**config.mk**
```make
export PLATFORM = sky130hd
export DESIGN_NAME = util_tx_burst_sched_flat
export DESIGN_NICKNAME = d
export VERILOG_FILES = /design/src/rtl/util_tx_burst_sched_pkg.sv /design/src/rtl/util_tx_burst_sched_if.sv /design/src/rtl/util_tx_timestamp_counter.sv /design/src/rtl/util_tx_burst_sched.sv /design/src/flat_wrapper.sv
export SDC_FILE = /design/constraint.sdc
export NUM_CORES = 1
export LEC_CHECK = 0
export CORE_MARGIN = 2
export CORE_UTILIZATION = 51
export CTS_CLUSTER_DIAMETER = 50
export DETAILED_ROUTE_END_ITERATION = 10
export PLACE_DENSITY = 0.93
export SYNTH_ARGS = -nofsm -noshare
export SYNTH_HDL_FRONTEND = slang
export SYNTH_SLANG_ARGS = --single-unit
export TNS_END_PERCENT = 20
```
**constraint.sdc**
```tcl
create_clock -name dac_clk -period 14 [get_ports dac_clk]
set_clock_uncertainty 0.15 [all_clocks]
set_input_delay 2.8 -clock dac_clk [delete_from_list [all_inputs] [get_ports dac_clk]]
set_output_delay 2.8 -clock dac_clk [all_outputs]
set_load 0.1 [all_outputs]
```
**src/rtl/util_tx_burst_sched_pkg.sv**
```systemverilog
// Shared types and default widths for the TX burst scheduler and its timestamp counter.
package util_tx_burst_sched_pkg;
  localparam int TS_WIDTH_DEF  = 64;
  localparam int LEN_WIDTH_DEF = 32;

  typedef enum logic [1:0] {
    IDLE    = 2'd0,
    ARMED   = 2'd1,
    RUNNING = 2'd2
  } state_t;
endpackage

```
**src/rtl/util_tx_burst_sched_if.sv**
```systemverilog
// Output handshake between the scheduler and the timestamped upack stream (valid/ready plus sample timestamp).
interface util_tx_burst_sched_if
  import util_tx_burst_sched_pkg::*;
#(
  parameter int TS_WIDTH = TS_WIDTH_DEF
);
  logic                data_valid;
  logic                data_ready;
  logic [TS_WIDTH-1:0] timestamp;

  modport master (input data_valid, output data_ready, output timestamp);
  modport slave  (output data_valid, input data_ready, input timestamp);
endinterface

```
**src/rtl/util_tx_timestamp_counter.sv**
```systemverilog
// Loadable free-running sample timestamp; advances once per DAC slot, a load takes priority over the increment.
module util_tx_timestamp_counter
  import util_tx_burst_sched_pkg::*;
#(
  parameter int TS_WIDTH = TS_WIDTH_DEF
) (
  input  logic                dac_clk,
  input  logic                reset,
  input  logic                dac_valid,
  input  logic                ts_load,
  input  logic [TS_WIDTH-1:0] ts_load_value,
  output logic [TS_WIDTH-1:0] timestamp
);
  localparam logic [TS_WIDTH-1:0] TS_ONE = TS_WIDTH'(1);

  always_ff @(posedge dac_clk) begin
    if (reset) begin
      timestamp <= '0;
    end else if (ts_load) begin
      timestamp <= ts_load_value;
    end else if (dac_valid) begin
      timestamp <= timestamp + TS_ONE;
    end
  end
endmodule

```
**src/rtl/util_tx_burst_sched.sv**
```systemverilog
// DAC-domain TX burst scheduler: opens a consumption window at start_time for burst_len slots and tracks underflows.
// Optional macro UTIL_TX_SCHED_LATE_REJECT_EN: reject arms whose start_time is already in the past.
module util_tx_burst_sched
  import util_tx_burst_sched_pkg::*;
#(
  parameter int TS_WIDTH  = TS_WIDTH_DEF,
  parameter int LEN_WIDTH = LEN_WIDTH_DEF
) (
  input  logic                  dac_clk,
  input  logic                  reset,
  input  logic                  dac_valid,
  input  logic                  ts_load,
  input  logic [TS_WIDTH-1:0]   ts_load_value,
  input  logic                  arm,
  input  logic                  abort,
  input  logic [TS_WIDTH-1:0]   start_time,
  input  logic [LEN_WIDTH-1:0]  burst_len,
  util_tx_burst_sched_if.master bus,
  output logic                  tx_active,
  output logic                  busy,
  output logic                  burst_done,
  output logic                  underflow,
  output logic [LEN_WIDTH-1:0]  underflow_count,
  input  logic                  underflow_clr,
  output logic                  late_start
);
  localparam logic [LEN_WIDTH-1:0] LEN_ONE = LEN_WIDTH'(1);

  state_t               state, state_nxt;
  logic [TS_WIDTH-1:0]  ts;
  logic [TS_WIDTH-1:0]  start_q;
  logic [LEN_WIDTH-1:0] len_q;
  logic [LEN_WIDTH-1:0] cnt_q;
  logic [LEN_WIDTH-1:0] uf_cnt_q;
  logic                 uf_q;
  logic                 burst_done_p1;
  logic                 go, ready, last, uf_evt, late_rej, arm_ok;

  function automatic logic [LEN_WIDTH-1:0] sat_inc(input logic [LEN_WIDTH-1:0] v);
    return (&v) ? v : v + LEN_ONE;
  endfunction

  util_tx_timestamp_counter #(.TS_WIDTH(TS_WIDTH)) u_ts (
    .dac_clk       (dac_clk),
    .reset         (reset),
    .dac_valid     (dac_valid),
    .ts_load       (ts_load),
    .ts_load_value (ts_load_value),
    .timestamp     (ts)
  );

`ifdef UTIL_TX_SCHED_LATE_REJECT_EN
  logic late_start_p1;
  assign late_rej = (start_time < ts);
  always_ff @(posedge dac_clk) begin
    if (reset) late_start_p1 <= 1'b0;
    else       late_start_p1 <= (state == IDLE) && arm && !abort && late_rej;
  end
  assign late_start = late_start_p1;
`else
  assign late_rej   = 1'b0;
  assign late_start = 1'b0;
`endif

  // Window decode: go compares against the pre-increment timestamp so the start_time slot itself is consumed.
  assign go     = (state == ARMED) && dac_valid && (ts >= start_q);
  assign ready  = dac_valid && !reset && ((state == RUNNING) || go);
  assign last   = ready && (len_q != '0) && (cnt_q == len_q - LEN_ONE);
  assign uf_evt = ready && !bus.data_valid;
  assign arm_ok = (state == IDLE) && arm && !abort && !late_rej;

  always_comb begin
    state_nxt = state;
    case (state)
      IDLE:    if (arm && !late_rej) state_nxt = ARMED;
      ARMED:   if (go) state_nxt = last ? IDLE : RUNNING;
      RUNNING: if (last) state_nxt = IDLE;
      default: state_nxt = IDLE;
    endcase
    if (abort) state_nxt = IDLE;
  end

  always_ff @(posedge dac_clk) begin
    if (reset) begin
      state         <= IDLE;
      cnt_q         <= '0;
      uf_q          <= 1'b0;
      uf_cnt_q      <= '0;
      burst_done_p1 <= 1'b0;
    end else begin
      state         <= state_nxt;
      burst_done_p1 <= last && !abort;
      if (arm_ok)     cnt_q <= '0;
      else if (ready) cnt_q <= cnt_q + LEN_ONE;
      // A coincident event beats the clear so that slot is never lost.
      if (uf_evt) begin
        uf_q     <= 1'b1;
        uf_cnt_q <= underflow_clr ? LEN_ONE : sat_inc(uf_cnt_q);
      end else if (underflow_clr) begin
        uf_q     <= 1'b0;
        uf_cnt_q <= '0;
      end
    end
  end

  always_ff @(posedge dac_clk) begin
    if (arm_ok) begin
      start_q <= start_time;
      len_q   <= burst_len;
    end
  end

  assign bus.data_ready  = ready;
  assign bus.timestamp   = ts;
  assign tx_active       = (state == RUNNING);
  assign busy            = (state != IDLE);
  assign burst_done      = burst_done_p1;
  assign underflow       = uf_q;
  assign underflow_count = uf_cnt_q;
endmodule
```
**src/flat_wrapper.sv**
```systemverilog
// flat-port wrapper written by rule: the top's interface ports become plain ports
module util_tx_burst_sched_flat import util_tx_burst_sched_pkg::*;
#(
  parameter int TS_WIDTH  = TS_WIDTH_DEF,
  parameter int LEN_WIDTH = LEN_WIDTH_DEF
)
  (dac_clk, reset, dac_valid, ts_load, ts_load_value, arm, abort, start_time, burst_len, tx_active, busy, burst_done, underflow, underflow_count, underflow_clr, late_start, bus_data_valid, bus_data_ready, bus_timestamp);
  util_tx_burst_sched_if #(.TS_WIDTH(TS_WIDTH)) bus_i ();
  input  logic dac_clk;
  input  logic reset;
  input  logic dac_valid;
  input  logic ts_load;
  input  logic [TS_WIDTH-1:0] ts_load_value;
  input  logic arm;
  input  logic abort;
  input  logic [TS_WIDTH-1:0] start_time;
  input  logic [LEN_WIDTH-1:0] burst_len;
  output logic tx_active;
  output logic busy;
  output logic burst_done;
  output logic underflow;
  output logic [LEN_WIDTH-1:0] underflow_count;
  input  logic underflow_clr;
  output logic late_start;
  input wire logic [$bits(bus_i.data_valid)-1:0] bus_data_valid;
  output wire logic [$bits(bus_i.data_ready)-1:0] bus_data_ready;
  output wire logic [$bits(bus_i.timestamp)-1:0] bus_timestamp;
  assign bus_i.data_valid = bus_data_valid;
  assign bus_data_ready = bus_i.data_ready;
  assign bus_timestamp = bus_i.timestamp;
  util_tx_burst_sched #(.TS_WIDTH(TS_WIDTH), .LEN_WIDTH(LEN_WIDTH)) u_core (.dac_clk(dac_clk), .reset(reset), .dac_valid(dac_valid), .ts_load(ts_load), .ts_load_value(ts_load_value), .arm(arm), .abort(abort), .start_time(start_time), .burst_len(burst_len), .bus(bus_i), .tx_active(tx_active), .busy(busy), .burst_done(burst_done), .underflow(underflow), .underflow_count(underflow_count), .underflow_clr(underflow_clr), .late_start(late_start));
endmodule
```
==> summary.txt, run 1 <==
Run status
  – Outcome: complete, no violations

Min path
  – Hold Crit Start: u_core.state[1]
  – Hold Path Class: reg2reg

Critical path
  – Worst setup endpoint: bus_data_ready
  – Reg2reg start: u_core.u_ts.timestamp[55]
  – Crit-path max cell delay: between 1000 and 1500 ps
  – Worst setup EP type: output port
  – Kind of critical path: in2out
  – Most frequent CP cell: clkdlybuf4s50_1
  – Startpoint types: input port
  – Worst path buffer plus inverter count: 3
  – CP max stage cell: clkdlybuf4s50_1
  – FF-to-FF path depth: 10
  – Critical path required time: between 10,000 and 15,000 ps
  – Cell family with most CP delay: buffers and inverters
  – FF-to-FF End: u_core.cnt_q[16]
  – Arrival time at the worst endpoint: 5840 ps
  – Worst Path Max Fanout: 10
  – Levels on crit path: 7
  – Setup crit start: dac_valid
  – CP Cell Sequence: clkdlybuf4s50_1 > nor2b_1 > nand2_1 > a21oi_1 > nor2_1 > inv_1 > clkdlybuf4s50_1
  – Worst R2R Setup Slack: 9580 ps

Cells and area
  – Final Non-Filler Cells: 1,908
  – Share of cells above drive strength 1: 4.792%
  – Nets: approximately 1,800
  – Area Growth Syn to Fin: 32.21%

Synthesis
  – Mapped cell area: 12,150 µm²
  – Syn avg cell area: 9.301 µm²
  – YS warnings: 0
  – Most frequent cell after synthesis: dfxtp_1
  – Top cells by area, synth: edfxtp_1, dfxtp_1, ha_1
  – Synth area leader: edfxtp_1
  – EDFF count, synth: between 90 and 100
  – Synth top area share: 23.73%
  – Asr flop ratio synth: 0%
  – Ys flop type: dfxtp_1
  – Synth top cells by count: dfxtp_1, nor2_1, a21oi_1, edfxtp_1, nand2_1
  – Synthesized flop and latch total: 228
  – Post-synthesis sequential area ratio: 45.49%
  – Synth unique cells: 60
  – Cell count after synthesis: between 1,000 and 1,500
  – Net Count, Synth: 1,542

Routing
  – Iter 0 DRT Violations: about 820
  – Number of remaining DRC errors: 0
  – DRT Pass-1 Iters: 5
  – Detailed Route WL: 34,720 µm
  – Detail Route Antenna Nets: 0
  – DR WL/cell: around 18 µm
  – Drt via density: 5.783
  – Via count: around 11,000

Power and ir drop
  – Sequential share of power: 43.0%
  – Logic pwr share: 14.2%
  – Power share of the clock group: 42.8%
  – Switching pwr: 0.0004810 W
  – Leak: 6.095 nW
  – Max VDD drop: 0.1204 mV
  – Pwr/cell area: 107.7 nW/µm²
  – Switching Fraction: 27.81%
  – Internal: 0.001249 W

Clock network
  – CTS tree: done
  – Total CTS buffers: 30
  – Worst-skew pair later-pin latency: 550 ps
  – Clock Tree Buf Depth: 3
  – CTS hold repair buffers: 0
  – PostCTS Resize Cnt: 0
  – Post-CTS Setup Inserts: 0
  – Reg clk slew, reported paths: ~60 ps
  – Clk Tree Root Cell: clkbuf_16
  – H-tree depth: 1
  – Clk sinks: 228

Floorplanning
  – Die Y: 158.3 µm
  – I/O pin count: 270
  – Core area: between 20,000 and 25,000 µm²
  – Full die area: 25,070 µm²
  – Initial Util: 51.90%
  – Chip width: 158.3 µm
  – Row count: 56

Placed design
  – RePlAce Congestion: between 0.9 and 1
  – DP HPWL: 25,260 µm
  – Placed cells: roughly 1,800
  – # port buffers: 268

STA
  – F_max: 113.8 MHz
  – Worst-margin pin slew: 1137 ps
  – Setup TNS: 0 ps
  – Slew headroom: roughly a quarter
  – Final Max Slew Viols: 0
  – Hold WS: 313.7 ps
  – RSZ-0062 raised after global routing: false
  – Final hold vios: 0
  – Period utilisation layout: a little over three fifths
  – Min Tclk post-route: 8791 ps
  – Setup-failing EPs final: 0

Global routing
  – Largest net degree at the start of global routing: 74
  – Initial antenna violation count: 3
  – Remaining global-route overflow: 0
  – Total track usage: a little over a quarter
  – Vias in the first global route: 10,850
  – First-pass GRT wire length: between 50,000 and 60,000 µm

Job
  – Maxcap violations: 0
flip-flops by register name (all words and copies together) (netlist names):
register	flops
u_core.start_q	64
u_core.u_ts.timestamp	64
u_core.cnt_q	32
u_core.len_q	32
u_core.underflow_count	32
u_core.state	2
u_core.burst_done	1
u_core.underflow	1
cells in the final DEF, fill, tap and decap left out, types with 4 or more instances in the layout:
| master | netlist | layout |
|---|---|---|
| inv_1 | 85 | 85 |
| o211ai_1 | 8 | 8 |
| nand2_1 | 95 | 95 |
| a21oi_1 | 107 | 107 |
| buf_4 | 1 | 6 |
| nand2b_1 | 5 | 5 |
| nor3_1 | 23 | 23 |
| o2111ai_1 | 8 | 8 |
| ha_1 | 68 | 68 |
| a221oi_1 | 5 | 5 |
| or3_1 | 48 | 48 |
| clkdlybuf4s50_1 | 0 | 266 |
| nand4_1 | 34 | 34 |
| mux2i_1 | 35 | 35 |
| xor2_1 | 51 | 51 |
| nor2_1 | 130 | 129 |
| o31ai_1 | 11 | 11 |
| a211oi_1 | 7 | 7 |
| dfxtp_1 | 132 | 132 |
| clkinv_2 | 0 | 4 |
| xnor2_1 | 56 | 56 |
| and4_1 | 17 | 17 |
| o21ai_1 | 22 | 22 |
| nand3_1 | 50 | 50 |
| and2_1 | 11 | 11 |
| and3_1 | 34 | 34 |
| nor4_1 | 12 | 12 |
| o31a_1 | 4 | 4 |
| or4_1 | 13 | 13 |
| inv_6 | 0 | 5 |
| clkbuf_16 | 0 | 32 |
| edfxtp_1 | 96 | 96 |
| or2_2 | 5 | 5 |
| o21ai_0 | 38 | 38 |
how the worst min path moves through the flow:
stage	endpoint	slack, ps	cells past startpoint
6_report	u_core.state[0]	310	1
3_3_place_gp	u_core.state[0]	290	1
2_1_floorplan	u_core.state[0]	280	1
4_1_cts	u_core.state[0]	320	1
5_1_grt	u_core.state[0]	360	1
3_5_place_dp	u_core.state[0]	310	1
cells by family after synthesis:
family	count (synthesis)	synth area share (%)
compound gates	236	11.50
xor+xnor	107	7.715
fa+ha+maj	68	7.005
buf+inv	136	4.316
flops	228	45.49
mux	35	2.884
other cells	1	0.03087
simple gates	495	21.06
metal layers:
layer	GRT usage, %	share of wire [%]	vias up
li1	-	-	5238
met1	33.27	41	5224
met2	46.09	47	472
met3	5.117	7.6	100
met4	12.36	4.4	0
met5	0	0	-
area by class of cell:
| class | instances | area, µm² |
|---|---|---|
| Fill cell | 1742 | 7343 |
| Multi-Input combinational cell | 942 | 6105 |
| Sequential cell | 228 | 5525 |
| Timing Repair Buffer | 274 | 2718 |
| Clock buffer | 37 | 849.6 |
| Tap cell | 319 | 399.1 |
| Inverter | 86 | 322.8 |
| Clock inverter | 19 | 132.6 |
| Antenna cell | 3 | 7.507 |
power groups by stage:
stage          logic (W)  clock network (W)  registers [W]
6_report        0.000246           0.000739       0.000744
5_1_grt         0.000261           0.000776       0.000746
4_1_cts         0.000247           0.000753       0.000743
3_5_place_dp    0.000244                  0       0.000757
3_3_place_gp    0.000236                  0       0.000755
2_1_floorplan  0.0000756                  0       0.000830
stage by stage:
| stage | worst slack (ps) | util, % | total power (W) | area, µm² |
|---|---|---|---|---|
| 3_3_place_gp | 5321 | 64.39 | 0.0009918 | 15070 |
| 6_report | 5209 | 68.62 | 0.001730 | 16060 |
| 2_1_floorplan | 2471 | - | 0.0009060 | 12150 |
| 4_1_cts | 5225 | 68.59 | 0.001743 | 16050 |
| 5_1_grt | 5053 | 68.62 | 0.001784 | 16060 |
| 3_5_place_dp | 5244 | 64.39 | 0.001001 | 15070 |
Power figures use the tool's default switching activity.
==> run 2: changes to the inputs <==
- CORE_UTILIZATION: 51 -> 46
- PLACE_DENSITY: 0.93 -> 0.89
- clock period: 14 -> 7.4 ns (I/O delays scaled with it)
==> run 2 against run 1 <==
Compared with the run above: count of clock-buffer cells in the layout shrank 6; flip-flop and latch count unchanged; worst setup slack got worse by 3500 ps.
==> summary.txt, run 2 (synthesis gave the netlist of run 1 again) <==
Floorplanning
  – Row count: 59
  – Die Y: 166.5 µm
  – Full die area: ~28,000 µm²
  – I/O pin count: 270
  – Chip width: 166.5 µm
  – Initial Util: 46.74%
  – Core area: between 20,000 and 30,000 µm²

Cells and area
  – Commonest non-fill, non-tap cells in the layout: clkdlybuf4s50_1, dfxtp_1, nor2_1
  – Layout fillers: 2,126
  – Share of cells above drive strength 1: 4.482%
  – Final core utilization: about three fifths
  – Biggest regs: u_core.start_q: 64 flops, u_core.u_ts.timestamp: 64 flops
  – Area Growth Syn to Fin: 32.13%
  – Commonest non-fill, non-tap cell in the layout: clkdlybuf4s50_1
  – Nets: 1,798

Placed design
  – # port buffers: 268
  – DP HPWL: 25,360 µm
  – RePlAce Congestion: 0.9117

Global routing
  – Remaining global-route overflow: 0
  – First-pass GRT wire length: between 50,000 and 60,000 µm
  – Vias in the first global route: around 11,000
  – Total track usage: between 20 and 25%
  – Initial antenna violation count: 2
  – Largest net degree at the start of global routing: 73

Routing
  – Detail Route Antenna Nets: 0
  – Number of remaining DRC errors: 0
  – Via count: 10,980
  – Detailed Route WL: 34,310 µm
  – DR WL/cell: 17.86 µm
  – DRT Pass-1 Iters: 5
  – Drt via density: around 5.7
  – Iter 0 DRT Violations: roughly 830

Critical path
  – Startpoint types: flip-flop
  – Worst Path Max Fanout: 10
  – Worst setup endpoint: bus_data_ready
  – FF-to-FF path depth: 10
  – Worst setup EP type: output port
  – Critical path required time: 5770 ps
  – Setup crit start: u_core.u_ts.timestamp[55]
  – Kind of critical path: reg2out
  – FF-to-FF End: u_core.cnt_q[16]
  – Reg2reg start: u_core.u_ts.timestamp[55]
  – Arrival time at the worst endpoint: 4040 ps
  – Worst R2R Setup Slack: 3110 ps

STA
  – F_max: 176.3 MHz
  – Period utilisation layout: about three quarters
  – Setup TNS: 0 ps
  – Final hold vios: 0
  – Slew headroom: 20.52%
  – RSZ-0062 raised after global routing: false
  – Min Tclk post-route: 5673 ps
  – Worst-margin pin slew: 1190 ps
  – Setup-failing EPs final: 0
  – Final Max Slew Viols: 0

Clock network
  – H-tree depth: 1
  – Clk Tree Root Cell: clkbuf_16
  – Worst-skew pair later-pin latency: 540 ps
  – PostCTS Resize Cnt: 0
  – Reg clk slew, reported paths: about 60 ps
  – Total CTS buffers: 29
  – Post-CTS Setup Inserts: 0
  – CTS hold repair buffers: 0
  – Clock Tree Buf Depth: 3
  – Clk sinks: about 230
  – CTS tree: done

Power and ir drop
  – Leak: 6.086 nW
  – Pwr/cell area: 202.1 nW/µm²
  – Max VDD drop: between 0.2 and 0.25 mV

Min path
  – Hold depth: 1
  – Hold Path Class: reg2reg

Run status
  – Outcome: complete, no violations

Job
  – Maxcap violations: 0
run 2: cell types whose count changed in the layout (fill, tap and decap cells not counted), sizes merged:
cell / before / now
clkbuf: 37 / 31
diode: 3 / 2
inv: 93 / 90
clkinv: 7 / 13
buf: 8 / 10
clkinvlp: 5 / 2
clkdlybuf4s50: 266 / 265
bufinv: 0 / 3
run 2: layout make-up:
type | instances | area (µm²) | area share [%]
clock buffer | 31 | 733.2 | 4.568
sequential | 228 | 5525 | 34.43
antenna | 2 | 5.005 | 0.03118
timing repair buffer | 275 | 2723 | 16.96
clock inverter | 22 | 210.2 | 1.310
inverter | 86 | 322.8 | 2.011
multi-input combinational | 942 | 6111 | 38.08
tap | 335 | 419.2 | 2.612
run 2: worst max-delay path, stage by stage, from the launching register on:
cell	delay [ps]
dfxtp_1	370
ha_1	340
nand4_1	130
nor3_1	270
nand3_1	250
nor3_1	460
nand4_1	310
a21oi_1	670
nor2_1	180
inv_1	200
buf_4	330
run 2: worst min-delay path by stage:
stage | start | end | slack [ps]
finish | u_core.state[1] | u_core.state[0] | 310
floorplan | u_core.state[1] | u_core.state[0] | 280
global route | u_core.state[1] | u_core.state[0] | 370
CTS | u_core.state[1] | u_core.state[0] | 310
global placement | u_core.state[1] | u_core.state[0] | 290
detailed placement | u_core.state[1] | u_core.state[0] | 300
run 2: routing by layer:
metal | up-vias | share of wire (%) | global-route usage, %
met4 | 0 | 4.5 | 10.68
met3 | 104 | 5.8 | 3.018
met2 | 448 | 47 | 40.24
met5 | - | 0 | 0
li1 | 5218 | - | -
met1 | 5211 | 42 | 31.39
run 2: stage by stage:
stage / setup slack [ps] / area (µm²) / hold WS [ps] / power [W] / std cells
floorplan: 793.1 / 12150 / 278.5 / 0.001711 / 1306
global placement: 2226 / 15100 / 291.3 / 0.001879 / 1866
detailed placement: 2113 / 15100 / 298.4 / 0.001893 / 1866
CTS: 1652 / 16040 / 306.9 / 0.003271 / 1919
global route: 1319 / 16050 / 366.4 / 0.003360 / 1921
finish: 1727 / 16050 / 309.4 / 0.003243 / 1921
run 2: where the power goes:
group	internal [W]	switching, W
clock	0.000826	0.000547
sequential	0.00136	0.0000464
combinational	0.000178	0.000286
==> run 3: changes to the inputs <==
- clock period: 7.4 -> 4.8 ns (I/O delays scaled with it)
==> run 3 against run 2 <==
Compared with the run above: clock power up 53%; die area unchanged; combinational power is 56% higher; highest routed layer unchanged.
==> summary.txt, run 3 (synthesis gave the netlist of run 1 again) <==
Cells and area
  – Layout fillers: 2,100
  – Nets: 1,802
  – Final core utilization: 61.97%
  – Commonest non-fill, non-tap cells in the layout: clkdlybuf4s50_1, dfxtp_1, nor2_1
  – Share of cells above drive strength 1: 4.786%
  – Biggest regs: u_core.start_q: 64 flops, u_core.u_ts.timestamp: 64 flops
  – Multi-input gate area: 6127 µm²
  – Area Growth Syn to Fin: 32.57%
  – Sequential Area: 5525 µm²
  – Commonest non-fill, non-tap cell in the layout: clkdlybuf4s50_1

Routing
  – Number of remaining DRC errors: 0
  – Detailed Route WL: 34,850 µm
  – Drt via density: 5.686
  – DRT Pass-1 Iters: 5
  – Detail Route Antenna Nets: 0
  – Iter 0 DRT Violations: ~840
  – Via count: about 11,000
  – DR WL/cell: 18.08 µm

STA
  – Final Max Slew Viols: 0
  – Period utilisation layout: slightly below 100%
  – Setup TNS: 0 ps
  – Worst-margin pin slew: 1192 ps
  – F_max: between 200 and 250 MHz
  – Min Tclk post-route: ~4600 ps
  – Setup-failing EPs final: 0
  – Final hold vios: 0
  – Slew headroom: between 20% and 30%

Power and ir drop
  – Max VDD drop: 0.2770 mV
  – Power share of the clock group: 42.0%
  – Internal: 0.003625 W
  – Logic pwr share: 14.5%
  – Leak: about 6.1 nW
  – Pwr/cell area: 309.1 nW/µm²
  – Switching Fraction: 27.16%
  – Sequential share of power: between 40 and 50%
  – Switching pwr: between 0.001 and 0.0015 W

Floorplanning
  – Initial Util: 46.74%
  – Chip width: 166.5 µm
  – Full die area: 27,720 µm²
  – Core area: 25,980 µm²
  – I/O pin count: 270
  – Row count: 59
  – Die Y: 166.5 µm

Global routing
  – Remaining global-route overflow: 0
  – Vias in the first global route: 10,510
  – Largest net degree at the start of global routing: 98
  – First-pass GRT wire length: 55,010 µm
  – Initial antenna violation count: 5
  – Total track usage: 24.14%

Placed design
  – DP HPWL: 25,780 µm
  – RePlAce Congestion: ~0.93
  – # port buffers: 268

Clock network
  – Clock Tree Buf Depth: 3
  – Total CTS buffers: 29
  – Clk sinks: approximately 230
  – Post-CTS Setup Inserts: 0
  – Worst-skew pair later-pin latency: 540 ps
  – PostCTS Resize Cnt: 0
  – H-tree depth: 1
  – CTS tree: done
  – Reg clk slew, reported paths: 60 ps
  – CTS hold repair buffers: 0
  – Clk Tree Root Cell: clkbuf_16

Critical path
  – Worst path buffer plus inverter count: 2
  – Arrival time at the worst endpoint: roughly 3500 ps
  – Startpoint types: flip-flop
  – Critical path required time: 3690 ps
  – Kind of critical path: reg2out
  – CP max stage cell: nor4_1
  – Most frequent CP cell: nor2_1
  – Crit-path max cell delay: 470 ps
  – Cell family with most CP delay: simple AND/OR/NAND/NOR gates
  – Worst Path Max Fanout: 5
  – CP Cell Sequence: ha_1 > nand4_1 > nor2_1 > nand3_1 > nor4_1 > nor3_2 > a21oi_1 > nor2_1 > inv_1 > buf_12
  – Worst setup EP type: output port

Job
  – Maxcap violations: 0

Min path
  – Hold Path Class: reg2reg

Run status
  – Outcome: complete, no violations
[run 3: cell types whose count changed in the layout (fill, tap and decap cells not counted), sizes merged]
cell and delta:
buf +4, inv -1, diode +3, clkinvlp -2, clkbuf +7, bufinv -1, clkinv -3
[run 3: area by class of cell]
cell class              count  share of cell area (%)
clock buffers              38                   4.841
multi-input cells         942                   38.05
repair buffers            279                   17.25
flip-flops and latches    228                   34.31
clock inverters            15                  0.8625
diodes                      5                 0.07770
inverters                  86                   2.005
well taps                 335                   2.603
[run 3: path summary, 6_finish.rpt]
path                                end                      start  cells past startpoint  slack (ps)
min reg2reg             u_core.state[0]            u_core.state[1]                      1         330
min                     u_core.state[0]            u_core.state[1]                      1         330
max                      bus_data_ready  u_core.u_ts.timestamp[62]                     10         180
max reg2reg  u_core.underflow_count[10]  u_core.u_ts.timestamp[62]                     11         570
[run 3: worst register-to-register path: cells and delay by family (launching register included)]
kind	cells	cell delay [ps]
AOI/OAI and AO/OA	2	830
adders and majority gates	1	350
buffers and inverters	1	310
DFF	1	380
and+or+nand+nor	7	2130
[run 3: per-stage QoR]
step | worst slack [ps] | total power, W | area, µm² | std cells | hold WS, ps
finish | 178.7 | 0.004977 | 16100 | 1928 | 328.3
global route | -20.41 | 0.005147 | 16100 | 1928 | 352.4
CTS | 78.89 | 0.005010 | 16080 | 1923 | 323.8
detailed placement | 529.4 | 0.002924 | 15160 | 1870 | 312.5
global placement | 734.0 | 0.002904 | 15160 | 1870 | 289.0
floorplan | 114.0 | 0.002637 | 12160 | 1306 | 278.5
[run 3: power groups by stage]
stage / combinational [W] / sequential [W] / clock, W
2_1_floorplan: 0.000221 / 0.00242 / 0
3_3_place_gp: 0.000704 / 0.00220 / 0
3_5_place_dp: 0.000719 / 0.00220 / 0
4_1_cts: 0.000724 / 0.00216 / 0.00212
5_1_grt: 0.000768 / 0.00217 / 0.00221
6_report: 0.000723 / 0.00217 / 0.00209
[run 3: layer usage]
layer	global-route usage [%]	part of all wire [%]
met2	38.61	46
met3	3.256	6.3
met5	0	0
met1	33.10	44
met4	10.01	4.3
